### config.mk
export PLATFORM = sky130hd
export DESIGN_NAME = subwordread_spill_flat
export DESIGN_NICKNAME = d
export VERILOG_FILES = /design/src/rtl/subwordread_spill_if.sv /design/src/rtl/subwordread_spill.sv /design/src/flat_wrapper.sv
export SDC_FILE = /design/constraint.sdc
export NUM_CORES = 1
export LEC_CHECK = 0
export CELL_PAD_IN_SITES_DETAIL_PLACEMENT = 1
export CELL_PAD_IN_SITES_GLOBAL_PLACEMENT = 1
export CORE_MARGIN = 8
export CORE_UTILIZATION = 43
export DETAILED_ROUTE_END_ITERATION = 8
export PLACE_DENSITY_LB_ADDON = 0.1
export SKIP_CTS_REPAIR_TIMING = 1
export SLEW_MARGIN = 20
export SYNTH_ARGS = -nofsm -noshare
export SYNTH_HDL_FRONTEND = slang
export SYNTH_SLANG_ARGS = --single-unit
### constraint.sdc
create_clock -name clk -period 5.4 [get_ports clk]
set_clock_uncertainty 0.05 [all_clocks]
set_input_delay 1.35 -clock clk [delete_from_list [all_inputs] [get_ports clk]]
set_output_delay 1.35 -clock clk [all_outputs]
set_load 0.01 [all_outputs]
### src/rtl/subwordread_spill_if.sv
// subwordread_spill_if
// Bundles the request, memory-beat and response handshakes of the load
// subword extractor.
//   slave  : the extractor itself (accepts requests and beats, drives responses)
//   master : the surrounding LSU / memory path (drives requests and beats)
// Request : ReqValid/ReqReady, PAdr, Funct3, FpLoadStore, BigEndian
// Beat    : BeatValid/BeatReady, BeatSel, BeatData
// Response: RspValid/RspReady, RspData, RspSpill, RspErr
interface subwordread_spill_if #(
    parameter int LLEN = 64
);
    localparam int OW = $clog2(LLEN / 8);

    logic            ReqValid;
    logic            ReqReady;
    logic [OW-1:0]   PAdr;
    logic [2:0]      Funct3;
    logic            FpLoadStore;
    logic            BigEndian;
    logic            BeatValid;
    logic            BeatReady;
    logic            BeatSel;
    logic [LLEN-1:0] BeatData;
    logic            RspValid;
    logic            RspReady;
    logic [LLEN-1:0] RspData;
    logic            RspSpill;
    logic            RspErr;

    modport slave (
        input  ReqValid, PAdr, Funct3, FpLoadStore, BigEndian,
        input  BeatValid, BeatData, RspReady,
        output ReqReady, BeatReady, BeatSel,
        output RspValid, RspData, RspSpill, RspErr
    );

    modport master (
        output ReqValid, PAdr, Funct3, FpLoadStore, BigEndian,
        output BeatValid, BeatData, RspReady,
        input  ReqReady, BeatReady, BeatSel,
        input  RspValid, RspData, RspSpill, RspErr
    );
endinterface

### src/rtl/subwordread_spill.sv
// subwordread_spill
// Accepts one load request, fetches one or two LLEN-wide beats, assembles
// loads that cross a word boundary, then extracts and sign-extends /
// NaN-boxes / zero-extends the result and returns it on a registered
// response port.
// Ports:
//   clk   : clock
//   reset : synchronous active-high reset
//   bus   : subwordread_spill_if.slave (request, beat and response handshakes)
//
// state | meaning
// IDLE  | waiting for a request (ReqReady=1)
// BEAT0 | fetching the word at PAdr
// BEAT1 | fetching the following word (spilling access only)
// RESP  | response valid, held until RspReady
module subwordread_spill #(
    parameter int LLEN = 64
) (
    input  logic clk,
    input  logic reset,
    subwordread_spill_if.slave bus
);
    localparam int NB = LLEN / 8;
    localparam int OW = $clog2(NB);
    localparam logic [OW:0] NB_W = (OW+1)'(NB);

    typedef enum logic [1:0] {IDLE, BEAT0, BEAT1, RESP} state_t;

    state_t state, next_state;

    logic [OW-1:0]   padr_q;
    logic [2:0]      size_q;
    logic            uns_q, fp_q, be_q, spill_q;
    logic [LLEN-1:0] w0, w1;
    logic [LLEN-1:0] rsp_data;
    logic            rsp_spill, rsp_err;

    // request decode
    logic        is_flq, req_err, req_spill;
    logic [2:0]  req_size;
    logic [7:0]  req_n;
    logic [OW:0] req_end;

    always_comb begin
        is_flq   = (bus.Funct3 == 3'b100) && bus.FpLoadStore && (LLEN == 128);
        req_size = is_flq ? 3'd4 : {1'b0, bus.Funct3[1:0]};
        req_n    = 8'd1 << req_size;
        req_err  = (req_n > 8'(NB)) || (bus.Funct3 == 3'b111) ||
                   (bus.BigEndian && ((8'(bus.PAdr) & (req_n - 8'd1)) != 8'd0)) ||
                   ((bus.Funct3 == 3'b110) && (LLEN == 32));
        // only meaningful when req_n <= NB, which always holds when not an error
        req_end   = {1'b0, bus.PAdr} + req_n[OW:0];
        req_spill = !req_err && (req_end > NB_W);
    end

    // FSM
    logic accept, beat0_hs, beat1_hs, rsp_hs;
    logic req_ready, beat_ready, beat_sel, rsp_valid;

    always_comb begin
        next_state = state;
        req_ready  = 1'b0;
        beat_ready = 1'b0;
        beat_sel   = 1'b0;
        rsp_valid  = 1'b0;
        case (state)
            IDLE: begin
                req_ready = 1'b1;
                if (bus.ReqValid) next_state = req_err ? RESP : BEAT0;
            end
            BEAT0: begin
                beat_ready = 1'b1;
                if (bus.BeatValid) next_state = spill_q ? BEAT1 : RESP;
            end
            BEAT1: begin
                beat_ready = 1'b1;
                beat_sel   = 1'b1;
                if (bus.BeatValid) next_state = RESP;
            end
            RESP: begin
                rsp_valid = 1'b1;
                if (bus.RspReady) next_state = IDLE;
            end
            default: next_state = IDLE;
        endcase
        if (reset) begin
            req_ready  = 1'b0;
            beat_ready = 1'b0;
        end
    end

    always_ff @(posedge clk) begin
        if (reset) state <= IDLE;
        else       state <= next_state;
    end

    assign accept   = (state == IDLE) && bus.ReqValid;
    assign beat0_hs = (state == BEAT0) && bus.BeatValid;
    assign beat1_hs = (state == BEAT1) && bus.BeatValid;
    assign rsp_hs   = (state == RESP) && bus.RspReady;

    // extraction: the beat arriving this cycle is used directly so the
    // result can be registered on the same edge that enters RESP
    logic [LLEN-1:0]   ex_w0, ex_w1, raw, ext;
    logic [2*LLEN-1:0] window;
    logic [7:0]        n_q;
    logic [OW:0]       eff_off;
    logic              top_bit, fill_bit;

    always_comb begin
        n_q     = 8'd1 << size_q;
        eff_off = be_q ? (NB_W - n_q[OW:0] - {1'b0, padr_q}) : {1'b0, padr_q};
        ex_w0   = (state == BEAT0) ? bus.BeatData : w0;
        ex_w1   = (state == BEAT1) ? bus.BeatData : w1;
        window  = {(spill_q ? ex_w1 : {LLEN{1'b0}}), ex_w0};
        raw     = LLEN'(window >> {eff_off, 3'b000});
        top_bit = 1'b0;
        for (int i = 0; i < NB; i++) begin
            if (i + 1 == int'(n_q)) top_bit = raw[8*i+7];
        end
        fill_bit = fp_q | (~uns_q & top_bit);
        ext = '0;
        for (int i = 0; i < NB; i++) begin
            ext[8*i +: 8] = (i < int'(n_q)) ? raw[8*i +: 8] : {8{fill_bit}};
        end
    end

    always_ff @(posedge clk) begin
        if (reset) begin
            padr_q    <= '0;
            size_q    <= '0;
            uns_q     <= 1'b0;
            fp_q      <= 1'b0;
            be_q      <= 1'b0;
            spill_q   <= 1'b0;
            w0        <= '0;
            w1        <= '0;
            rsp_data  <= '0;
            rsp_spill <= 1'b0;
            rsp_err   <= 1'b0;
        end else begin
            if (accept) begin
                padr_q  <= bus.PAdr;
                size_q  <= req_size;
                uns_q   <= bus.Funct3[2];
                fp_q    <= bus.FpLoadStore;
                be_q    <= bus.BigEndian;
                spill_q <= req_spill;
                if (req_err) begin
                    rsp_data  <= '0;
                    rsp_spill <= 1'b0;
                    rsp_err   <= 1'b1;
                end
            end
            if (beat0_hs) w0 <= bus.BeatData;
            if (beat1_hs) w1 <= bus.BeatData;
            if ((beat0_hs && !spill_q) || beat1_hs) begin
                rsp_data  <= ext;
                rsp_spill <= spill_q;
                rsp_err   <= 1'b0;
            end
        end
    end

    assign bus.ReqReady  = req_ready;
    assign bus.BeatReady = beat_ready;
    assign bus.BeatSel   = beat_sel;
    assign bus.RspValid  = rsp_valid;
    assign bus.RspData   = rsp_data;
    assign bus.RspSpill  = rsp_spill;
    assign bus.RspErr    = rsp_err;

    logic unused_ok;
    assign unused_ok = rsp_hs;
endmodule

### src/flat_wrapper.sv
// flat-port wrapper written by rule: the top's interface ports become plain ports
module subwordread_spill_flat 
#(
    parameter int LLEN = 64
)
  (clk, reset, bus_ReqValid, bus_PAdr, bus_Funct3, bus_FpLoadStore, bus_BigEndian, bus_BeatValid, bus_BeatData, bus_RspReady, bus_ReqReady, bus_BeatReady, bus_BeatSel, bus_RspValid, bus_RspData, bus_RspSpill, bus_RspErr);
  subwordread_spill_if #(.LLEN(LLEN)) bus_i ();
  input  logic clk;
  input  logic reset;
  input wire logic [$bits(bus_i.ReqValid)-1:0] bus_ReqValid;
  input wire logic [$bits(bus_i.PAdr)-1:0] bus_PAdr;
  input wire logic [$bits(bus_i.Funct3)-1:0] bus_Funct3;
  input wire logic [$bits(bus_i.FpLoadStore)-1:0] bus_FpLoadStore;
  input wire logic [$bits(bus_i.BigEndian)-1:0] bus_BigEndian;
  input wire logic [$bits(bus_i.BeatValid)-1:0] bus_BeatValid;
  input wire logic [$bits(bus_i.BeatData)-1:0] bus_BeatData;
  input wire logic [$bits(bus_i.RspReady)-1:0] bus_RspReady;
  output wire logic [$bits(bus_i.ReqReady)-1:0] bus_ReqReady;
  output wire logic [$bits(bus_i.BeatReady)-1:0] bus_BeatReady;
  output wire logic [$bits(bus_i.BeatSel)-1:0] bus_BeatSel;
  output wire logic [$bits(bus_i.RspValid)-1:0] bus_RspValid;
  output wire logic [$bits(bus_i.RspData)-1:0] bus_RspData;
  output wire logic [$bits(bus_i.RspSpill)-1:0] bus_RspSpill;
  output wire logic [$bits(bus_i.RspErr)-1:0] bus_RspErr;
  assign bus_i.ReqValid = bus_ReqValid;
  assign bus_i.PAdr = bus_PAdr;
  assign bus_i.Funct3 = bus_Funct3;
  assign bus_i.FpLoadStore = bus_FpLoadStore;
  assign bus_i.BigEndian = bus_BigEndian;
  assign bus_i.BeatValid = bus_BeatValid;
  assign bus_i.BeatData = bus_BeatData;
  assign bus_i.RspReady = bus_RspReady;
  assign bus_ReqReady = bus_i.ReqReady;
  assign bus_BeatReady = bus_i.BeatReady;
  assign bus_BeatSel = bus_i.BeatSel;
  assign bus_RspValid = bus_i.RspValid;
  assign bus_RspData = bus_i.RspData;
  assign bus_RspSpill = bus_i.RspSpill;
  assign bus_RspErr = bus_i.RspErr;
  subwordread_spill #(.LLEN(LLEN)) u_core (.clk(clk), .reset(reset), .bus(bus_i));
endmodule
==> impl_metrics.json, run 1 <==
{
  "fin_crit_sh": 0.881,
  "rsz0062_at_grt": "no",
  "synth-xor-area-share": 0.00262,
  "area_growth_pct": 17.9,
  "synth_top_cell_by_area": "dfxtp_1",
  "peakVddDrop_uv": 250,
  "std_cell_rows": 64,
  "async_flop_share": 0,
  "final_common_cell": "nand2_1",
  "io_buffers": 146,
  "p_leak_uw": 0.00527,
  "ys_ff_latch": 205,
  "synth_top_family_by_area": "compound AO/OA/AOI/OAI gates",
  "drt_first_pass_iters": 5,
  "core_mm2": 0.0306,
  "maxSlewHeadroom": 0.353,
  "setup_slack_ps": 643,
  "grt_antenna_before_repair": 3,
  "cts_tree": "done",
  "grt-ovfl-total": 0,
  "grt_pass1_vias": 13700,
  "met1_length_um": 23900,
  "end_kind": "flop",
  "grt_max_degree": 88,
  "min_to": "u_core.bus.RspData[43]",
  "die_h_um": 192,
  "netlist_instances": 1686,
  "cp.arrival_ps": 5080,
  "status": "complete, no violations",
  "syn_area_mm2": 0.0134,
  "hold_viol": 0,
  "finish.net_count": 1831,
  "numClockSinks": 205,
  "synth-simple-area-share": 0.199,
  "synthesis.nets": 1777,
  "critPathLaunchType": "flop",
  "drtIter0Drc": 1081,
  "io_pins": 147,
  "finalCriticalPeriod_ps": 4760,
  "grt_pass1_wl_um": 83500,
  "yosysWarnings": 0,
  "drc": 0,
  "r2r_start": "u_core.size_q[0]",
  "clk_pin_slew_ps": 60,
  "dp_slack_ps": 748,
  "fillers": 3681,
  "num_vias": 13700,
  "wl_met3_um": 4030,
  "synthAdderAreaFrac": 0.0142,
  "worstSkewPairLatency_ps": 540,
  "cts_buffer_depth": 3,
  "synth-edff-count": 0,
  "fmax_ghz": 0.210,
  "hold_path_depth": 2,
  "cts_root_buffer": "clkbuf_16",
  "hp-class": "flop to flop",
  "path_class": "flop to flop",
  "yosys.area.top_type_share": 0.307,
  "ys_types": 67,
  "rr_worst_depth": 14,
  "numCtsBuffers": 24,
  "die_area_mm2": 0.0369,
  "regToRegSetupSlack_ps": 640,
  "wl_met2_um": 24300,
  "ys_top_cells_by_area": "dfxtp_1 31%, nand2_1 13%, mux4_2 13%",
  "fp.dieW_um": 192,
  "setup_viol_count_final": 0,
  "routedWlPerCell_um": 25.3,
  "drv_slew": 0,
  "hp-start": "u_core.bus.RspData[43]",
  "start_util": 0.436,
  "regToRegEndpoint": "u_core.bus.RspData[42]",
  "grtUsageTotal": 0.290,
  "drv_cap": 0,
  "highest_layer": "met5",
  "path_max_fanout": 32,
  "layout-drive-gt1-share": 0.126,
  "dp.final_hpwl_um": 39100,
  "antenna-diode-count": 0,
  "worst_pin_slew_ps": 971,
  "htreeDepth": 1,
  "ys_seq_area_frac": 0.307,
  "synth_ff_type": "dfxtp_1",
  "required_ps": 5730,
  "whs_ps": 399,
  "ant_nets": 0,
  "synth-compound-area-share": 0.223,
  "drt-vias-per-instance": 6.39,
  "power_density_mw_per_mm2": 464,
  "muxShareOfSynthArea": 0.198,
  "finalWeightedCongestion": 0.897,
  "wirelength_um": 54400,
  "setup_tns_ps": 0,
  "synth.avg_cell_area_um2": 7.92,
  "most-common-layout-cells": "478 x nand2_1, 214 x a21oi_1, 204 x dfxtp_1",
  "utilization": 0.515
}
==> flip-flops by register name (all words and copies together), names as in the netlist, 2 cells and up <==
register,flops
u_core.padr_q,3
u_core.state,2
u_core.w0,64
u_core.size_q,2
u_core.w1,64
u_core.bus.RspData,64
==> worst max-delay path by stage <==
| stage | startpoint | cells after the start | endpoint | slack [ps] |
|---|---|---|---|---|
| after global routing | u_core.size_q[0] | 14 | u_core.bus.RspData[58] | 290 |
| after global placement | u_core.size_q[0] | 14 | u_core.bus.RspData[58] | 1020 |
| final | u_core.size_q[0] | 14 | u_core.bus.RspData[42] | 640 |
| after detailed placement | u_core.size_q[0] | 14 | u_core.bus.RspData[58] | 750 |
| after CTS | u_core.size_q[0] | 14 | u_core.bus.RspData[42] | 750 |
| after floorplan | u_core.size_q[1] | 16 | u_core.bus.RspData[31] | 1620 |
==> metrics by stage <==
| step | area, µm² | std cells | power [µW] |
|---|---|---|---|
| finish | 15700 | 2150 | 7310 |
| global route | 15700 | 2150 | 7670 |
| CTS | 15700 | 2150 | 7300 |
| detailed placement | 14900 | 2110 | 5610 |
| global placement | 14900 | 2110 | 5530 |
| floorplan | 13400 | 1686 | 4380 |
==> synth_stat cells, types with 17 or more instances <==
| cell | instances |
|---|---|
| mux4_2 | 78 |
| clkbuf_1 | 93 |
| a221oi_1 | 20 |
| nand2_1 | 480 |
| nor2_1 | 51 |
| o211ai_1 | 28 |
| dfxtp_1 | 205 |
| a22o_1 | 24 |
| nand3_1 | 65 |
| mux2i_1 | 36 |
| o21ai_0 | 95 |
| a21oi_1 | 215 |
| buf_2 | 31 |
| a31oi_1 | 18 |
| a211oi_1 | 17 |
| mux2_2 | 38 |
==> final cells by class <==
class / count / area (µm²) / share of cell area
multi-input cells: 1312 / 8570 / 0.544
well taps: 396 / 495 / 0.0315
clock inverters: 7 / 85.1 / 0.00540
repair buffers: 181 / 1720 / 0.109
inverters: 16 / 60.1 / 0.00382
clock buffers: 33 / 706 / 0.0448
flip-flops and latches: 205 / 4110 / 0.261
==> kinds of logic (layout without fill, tap and decap cells) <==
kind of cell | Yosys count | after routing
AO/OA/AOI/OAI | 486 | 486
buffers and inverters | 169 | 237
flip-flops | 205 | 205
AND/OR/NAND/NOR | 651 | 651
adder cells (fa/ha/maj) | 14 | 14
XOR/XNOR | 4 | 4
multiplexers | 157 | 157
==> where the power goes <==
group | internal [µW] | switching, µW | total (µW)
sequential | 1750 | 197 | 1950
combinational | 1460 | 2240 | 3700
clock | 997 | 663 | 1660
==> worst max-delay path, cell delays in order, from the launching register on <==
cell and delay (ps):
dfxtp_1 560, nor2_1 250, inv_1 110, ha_1 150, ha_1 160, inv_1 60
fa_1 370, xnor2_1 360, mux2_2 630, o2111ai_1 260, o211ai_1 200, o2111ai_1 230
a31oi_1 250, a21o_1 680, o21ai_0 250
==> routing by layer <==
metal / vias up / track usage
met5: - / 0
met4: 2 / 0.118
met3: 114 / 0.0461
met2: 577 / 0.452
met1: 6865 / 0.395
li1: 6172 / -
No activity file was read; power rests on OpenSTA's default activity.
==> inputs of run 2 (changes only) <==
--- a/config.mk
+++ b/config.mk
@@ -11,7 +11,6 @@
 export CORE_UTILIZATION = 43
 export DETAILED_ROUTE_END_ITERATION = 8
 export PLACE_DENSITY_LB_ADDON = 0.1
-export SKIP_CTS_REPAIR_TIMING = 1
 export SLEW_MARGIN = 20
 export SYNTH_ARGS = -nofsm -noshare
 export SYNTH_HDL_FRONTEND = slang
==> results of run 2 <==
Same layout as run 1: the final DEF is identical, and so are final timing and power.
==> inputs of run 3 (changes only) <==
--- a/config.mk
+++ b/config.mk
@@ -5,6 +5,7 @@
 export SDC_FILE = /design/constraint.sdc
 export NUM_CORES = 1
 export LEC_CHECK = 0
+export ABC_CLOCK_PERIOD_IN_PS = 5400
 export CELL_PAD_IN_SITES_DETAIL_PLACEMENT = 1
 export CELL_PAD_IN_SITES_GLOBAL_PLACEMENT = 1
 export CORE_MARGIN = 8
==> results of run 3 <==
Same layout as run 1: the final DEF is identical, and so are final timing and power.
